==> src/rtl/regfile_scoreboard_pkg.sv <==
// Shared sizing and helpers for the register file / scoreboard slice.
package regfile_scoreboard_pkg;

  localparam int REG_WIDTH  = 16;
  localparam int NUM_REGS   = 16;
  localparam int IDX_WIDTH  = 4;
  localparam int CNT_WIDTH  = 5;

  // Number of set bits in a busy vector (0..NUM_REGS).
  function automatic logic [CNT_WIDTH-1:0] busy_popcount(input logic [NUM_REGS-1:0] vec);
    logic [CNT_WIDTH-1:0] cnt;
    cnt = '0;
    for (int i = 0; i < NUM_REGS; i++) begin
      cnt = cnt + {{(CNT_WIDTH-1){1'b0}}, vec[i]};
    end
    return cnt;
  endfunction

endpackage

==> src/rtl/regfile_scoreboard_busy.sv <==
// In-flight tracking: busy bits with issue-over-writeback priority,
// sticky writeback error, and registered pending count.
module regfile_scoreboard_busy
  import regfile_scoreboard_pkg::*;
(
  input  logic                 clk_i,
  input  logic                 rst_n_i,
  input  logic                 lock_i,
  input  logic                 issue_set_i,
  input  logic [IDX_WIDTH-1:0] issue_idx_i,
  input  logic                 wb_en_i,
  input  logic [IDX_WIDTH-1:0] wb_idx_i,
  output logic [NUM_REGS-1:0]  busy_o,
  output logic [NUM_REGS-1:0]  eff_busy_o,
  output logic [CNT_WIDTH-1:0] pending_o,
  output logic                 wb_error_o
);

  logic [NUM_REGS-1:0]  busy_q, busy_d;
  logic [CNT_WIDTH-1:0] pending_q, pending_d;
  logic                 wb_error_q, wb_error_d;
  logic [NUM_REGS-1:0]  wb_mask;
  logic                 wb_fire;
  logic                 iss_fire;

  assign wb_fire  = lock_i && wb_en_i;
  assign iss_fire = lock_i && issue_set_i;

  // One-hot of the register being written back this cycle (zero if none).
  always_comb begin
    wb_mask = '0;
    for (int i = 0; i < NUM_REGS; i++) begin
      if (wb_fire && (wb_idx_i == IDX_WIDTH'(i))) wb_mask[i] = 1'b1;
    end
  end

  // Next busy state: clear on writeback first, then issue set wins.
  always_comb begin
    busy_d     = busy_q & ~wb_mask;
    wb_error_d = wb_error_q;
    if (wb_fire && !busy_q[wb_idx_i]) wb_error_d = 1'b1;
    if (iss_fire) busy_d[issue_idx_i] = 1'b1;
    pending_d = busy_popcount(busy_d);
  end

  // State registers; with lock low the _d values equal the _q values.
  always_ff @(posedge clk_i or negedge rst_n_i) begin
    if (!rst_n_i) begin
      busy_q     <= '0;
      pending_q  <= '0;
      wb_error_q <= 1'b0;
    end else begin
      busy_q     <= busy_d;
      pending_q  <= pending_d;
      wb_error_q <= wb_error_d;
    end
  end

  assign busy_o     = busy_q;
  assign eff_busy_o = busy_q & ~wb_mask;
  assign pending_o  = pending_q;
  assign wb_error_o = wb_error_q;

endmodule

==> src/rtl/regfile_scoreboard.sv <==
// Architectural register file with writeback bypass on both read ports
// and a RAW/WAW dependency stall for Decode.
module regfile_scoreboard
  import regfile_scoreboard_pkg::*;
(
  input  logic                 I_CLOCK,
  input  logic                 I_RESET_N,
  input  logic                 I_LOCK,
  input  logic                 I_IssueValid,
  input  logic                 I_IssueWritesDest,
  input  logic [IDX_WIDTH-1:0] I_IssueDestIdx,
  input  logic [IDX_WIDTH-1:0] I_Src1Idx,
  input  logic                 I_Src1Used,
  input  logic [IDX_WIDTH-1:0] I_Src2Idx,
  input  logic                 I_Src2Used,
  input  logic [IDX_WIDTH-1:0] I_DestIdx,
  input  logic                 I_DestUsed,
  input  logic                 I_WriteBackEnable,
  input  logic [IDX_WIDTH-1:0] I_WriteBackRegIdx,
  input  logic [REG_WIDTH-1:0] I_WriteBackData,
  output logic [REG_WIDTH-1:0] O_Src1Value,
  output logic [REG_WIDTH-1:0] O_Src2Value,
  output logic                 O_DepStallSignal,
  output logic [NUM_REGS-1:0]  O_BusyVec,
  output logic [CNT_WIDTH-1:0] O_PendingCount,
  output logic                 O_WbError
);

  logic [REG_WIDTH-1:0] regs_q [NUM_REGS];
  logic [NUM_REGS-1:0]  eff_busy;
  logic                 wb_fire;

  assign wb_fire = I_WriteBackEnable && I_LOCK;

  regfile_scoreboard_busy u_busy (
    .clk_i       (I_CLOCK),
    .rst_n_i     (I_RESET_N),
    .lock_i      (I_LOCK),
    .issue_set_i (I_IssueValid && I_IssueWritesDest),
    .issue_idx_i (I_IssueDestIdx),
    .wb_en_i     (I_WriteBackEnable),
    .wb_idx_i    (I_WriteBackRegIdx),
    .busy_o      (O_BusyVec),
    .eff_busy_o  (eff_busy),
    .pending_o   (O_PendingCount),
    .wb_error_o  (O_WbError)
  );

  // Data array: writeback always lands, regardless of busy state.
  always_ff @(posedge I_CLOCK or negedge I_RESET_N) begin
    if (!I_RESET_N) begin
      for (int i = 0; i < NUM_REGS; i++) regs_q[i] <= '0;
    end else if (wb_fire) begin
      regs_q[I_WriteBackRegIdx] <= I_WriteBackData;
    end
  end

  // Read ports with write-before-read bypass.
  always_comb begin
    O_Src1Value = regs_q[I_Src1Idx];
    O_Src2Value = regs_q[I_Src2Idx];
    if (wb_fire && (I_WriteBackRegIdx == I_Src1Idx)) O_Src1Value = I_WriteBackData;
    if (wb_fire && (I_WriteBackRegIdx == I_Src2Idx)) O_Src2Value = I_WriteBackData;
  end

  // Hazard check against the post-writeback busy view.
  always_comb begin
    O_DepStallSignal = I_LOCK &&
                       ((I_Src1Used && eff_busy[I_Src1Idx]) ||
                        (I_Src2Used && eff_busy[I_Src2Idx]) ||
                        (I_DestUsed && eff_busy[I_DestIdx]));
  end

endmodule
==> config.mk <==
export PLATFORM = sky130hd
export DESIGN_NAME = regfile_scoreboard
export DESIGN_NICKNAME = d
export VERILOG_FILES = /design/src/rtl/regfile_scoreboard_pkg.sv /design/src/rtl/regfile_scoreboard_busy.sv /design/src/rtl/regfile_scoreboard.sv
export SDC_FILE = /design/constraint.sdc
export NUM_CORES = 1
export LEC_CHECK = 0
export CORE_ASPECT_RATIO = 0.8
export CORE_UTILIZATION = 54
export CTS_CLUSTER_SIZE = 16
export DETAILED_ROUTE_END_ITERATION = 7
export MAX_ROUTING_LAYER = met4
export PLACE_DENSITY = 0.85
export SYNTH_ARGS = -nofsm -noshare
export SYNTH_HDL_FRONTEND = slang
export SYNTH_SLANG_ARGS = --single-unit
==> constraint.sdc <==
create_clock -name I_CLOCK -period 5.1 [get_ports I_CLOCK]
set_input_delay 0.51 -clock I_CLOCK [delete_from_list [all_inputs] [get_ports I_CLOCK]]
set_output_delay 0.51 -clock I_CLOCK [all_outputs]
set_load 0.02 [all_outputs]
==> run metrics <==
port bufs=99; Syn Inst Count=1,150; DP Wirelength=27,900 microns; Multi-input gate area=8330 sq um; slowest stage delay, CP=0.62 ns; PD cells=399 nW/um^2; prevailing post-synth register cell=dfrtp_1; CTS root buffer=clkbuf_16; core area=28,600 sq um; delay-heaviest family, CP=adder cells; Setup TNS=0 ns; Num CTS Buffers=28; R2R cell count=12; max frequency=203 MHz; Pleak=7.97 nW; initial antenna violation count=3; first-pass GRT wire length=70,800 microns; Post-Synth Adder-Cell Area=1.66%; post-synth cell types=62; Final setup viols=0; total gr overflow=0; largest area contributor in the netlist=dfrtp_1; largest cells by area after synthesis=dfrtp_1 44%, mux4_2 23%, mux2_2 17%, nand2_1 4.2%, fa_1 1.3%; Warnings, synthesis=0; Worst EP required=5.60 ns; Max-cap violations=0; most used cell, CP=fa_1; post_cts resized=0; xor and xnor fraction of the mapped netlist area=0.553%; TritonRoute pass-1 iters=8; Clock transition at path regs=0.06 ns; Seq cells post-synth=278; sequential area share after synthesis=43.9%; Yosys top cell area share=43.9%; Final nets=1,303; hold slack=0.00367 ns; post-synthesis simple-gate area fraction=6.61%; Peak VDD IR=321 uV; CP Depth=14; layout cells sized above 1=42.9%; dpl cells=1,583; H-tree depth=1; Vias=11,000; R2R Path End=u_busy.pending_o[4]$_DFF_PN0_; total wire length=46,100 microns; largest family of logic cells by synthesized area=multiplexers; Hold Path Class=in2async; Die W=194 microns; Initial Utilization=55.5%; DR vias/cell=6.75; placed standard-cell area=17,400 sq um; FF-to-FF setup slack=0.89 ns; Max Slew Vio Count=0; gp weighted congestion=1.03; drt wl/cell=28.2 microns; Fillers=1,965; worst-path fanout max=4; Final min period=4.92 ns; Crit Path Class=in2reg; unrepaired setup endpoints after global routing=no; GRT Overall Usage=32.6%; DRC errors left=3; TritonCTS clock tree=done; FP Rows=55; non-filler instance count after layout=1,636; Final period util=96.4%; average cell area after synthesis=13.8 sq um; hold_buf cts=0; Mapped Nets=1,210; Clock Path Buffers=3; Synth Area in Compound Gates=3.11%; Post-synth EDFFs=0; vias in the first global route=11,500; post-CTS setup buffers=0; share of flip-flops with an asynchronous set or reset=100%; height of the chip=155 microns; largest net degree at the start of global routing=121; final setup skew=0.00678 ns; Startpoint Class=input port; status=finished with violations; Starting DRT DRC Count=1,260; P&R area growth vs syn=15.7%; Buf/Inv on CP=2; I/O pins=100; die footprint=30,000 sq um; Data arrival, critical path=5.42 ns; Critical Path End Type=register; Critical Path Slowest Stage Cell=clkdlybuf4s50_1; Antenna Violating Nets Remaining=0; post-layout util=64.2%; final hold vios=0; crit-path cells=clkdlybuf4s50_1 > nand3_1 > or3_1 > o21ai_0 > ha_1 > fa_1 > fa_1 > fa_1 > inv_1 > fa_1 > fa_1 > fa_1 > nor2b_1 > o21a_1; Worst-Margin Slew=1.25 ns; worst skew pair latency=0.57 ns; storage element area=6960 sq um; fin area=18,300 sq um; failing checks=DRC; clock sinks=278; Mapped Area=15,800 sq um; mux share of post-synthesis cell area=40.6%; RR Startpoint=u_busy.busy_o[1]$_DFF_PN0_; relative slew slack=16.4%
-- cells in the mapped netlist (3+ instances only) --
master	instances
a21oi_1	7
a311oi_1	3
a41oi_1	3
buf_1	20
buf_2	34
clkbuf_1	49
dfrtp_1	278
fa_1	10
ha_1	5
inv_1	19
mux2_2	239
mux2i_1	5
mux4_2	163
nand2_1	177
nand2b_1	7
nand3_1	6
nor2_1	16
nor2b_1	5
o2111ai_1	4
o211ai_1	7
o21ai_0	24
o221ai_1	5
o22ai_1	3
xnor2_1	8
-- cell usage in the layout, fill, tap and decap left out, types with 3 or more instances in the layout --
cell	Yosys	routed
clkdlybuf4s50_1	0	93
nand2b_1	7	7
nor2_1	16	11
a41oi_1	3	3
clkbuf_8	0	5
clkbuf_1	49	5
nand2_1	177	177
mux4_2	163	163
o221ai_1	5	5
diode_2	0	3
dfrtp_1	278	278
buf_4	2	72
o211ai_1	7	7
nor2b_1	5	5
a21oi_1	7	7
nand3_1	6	6
buf_12	2	4
xnor2_1	8	8
o21ai_0	24	24
mux2i_1	5	5
ha_1	5	5
a311oi_1	3	3
fa_1	10	10
clkinv_2	0	6
clkbuf_16	0	28
o22ai_1	3	3
o2111ai_1	4	4
mux2_2	239	239
nor2_2	2	7
inv_1	19	19
-- where the power goes --
| part | internal, mW | switching, mW |
|---|---|---|
| combinational | 1.26 | 0.961 |
| sequential | 2.65 | 0.359 |
| clock | 1.19 | 0.902 |
-- metrics by stage --
stage               setup slack (ns)  power, mW
floorplan                      0.215       4.46
global placement              -0.204       5.10
detailed placement            -0.346       5.22
CTS                            0.228       7.31
global route                  0.0463       7.63
finish                         0.185       7.32
-- registers in the layout (all words and copies together) (netlist names) --
name               cells
u_busy.pending_o       5
u_busy.busy_o         16
regs_q               256
u_busy.wb_error_o      1
-- area by class of cell --
| type | instances | area share [%] |
|---|---|---|
| multi-input combinational | 743 | 45.4 |
| sequential | 278 | 37.9 |
| timing repair buffer | 171 | 8.57 |
| clock buffer | 38 | 4.30 |
| tap | 370 | 2.52 |
| clock inverter | 12 | 0.785 |
| inverter | 21 | 0.430 |
| antenna | 3 | 0.0409 |
-- logic make-up after synthesis --
logic type,Yosys count
buffers and inverters,129
muxes,408
and+or+nand+nor,238
adders and majority gates,15
xor gates and xnor gates,10
AOI/OAI and AO/OA,72
DFF,278
-- layer usage --
layer  global-route usage, %  vias up  wire, microns
met5                       -        -              0
met4                    11.9        0           1690
met3                    7.54      146           4680
met2                    49.7      630          21800
met1                    43.2     5756          18000
li1                        -     4509              -
-- worst max path at each step --
stage	from	slack [ns]	end
3_5_place_dp	I_LOCK	-0.35	u_busy.pending_o[4]$_DFF_PN0_
5_1_grt	I_LOCK	0.05	u_busy.pending_o[4]$_DFF_PN0_
6_report	I_LOCK	0.18	u_busy.pending_o[4]$_DFF_PN0_
4_1_cts	I_LOCK	0.23	u_busy.pending_o[4]$_DFF_PN0_
3_3_place_gp	I_LOCK	-0.20	u_busy.pending_o[4]$_DFF_PN0_
2_1_floorplan	I_WriteBackRegIdx[3]	0.21	u_busy.pending_o[4]$_DFF_PN0_
No activity file was read; power rests on OpenSTA's default activity.
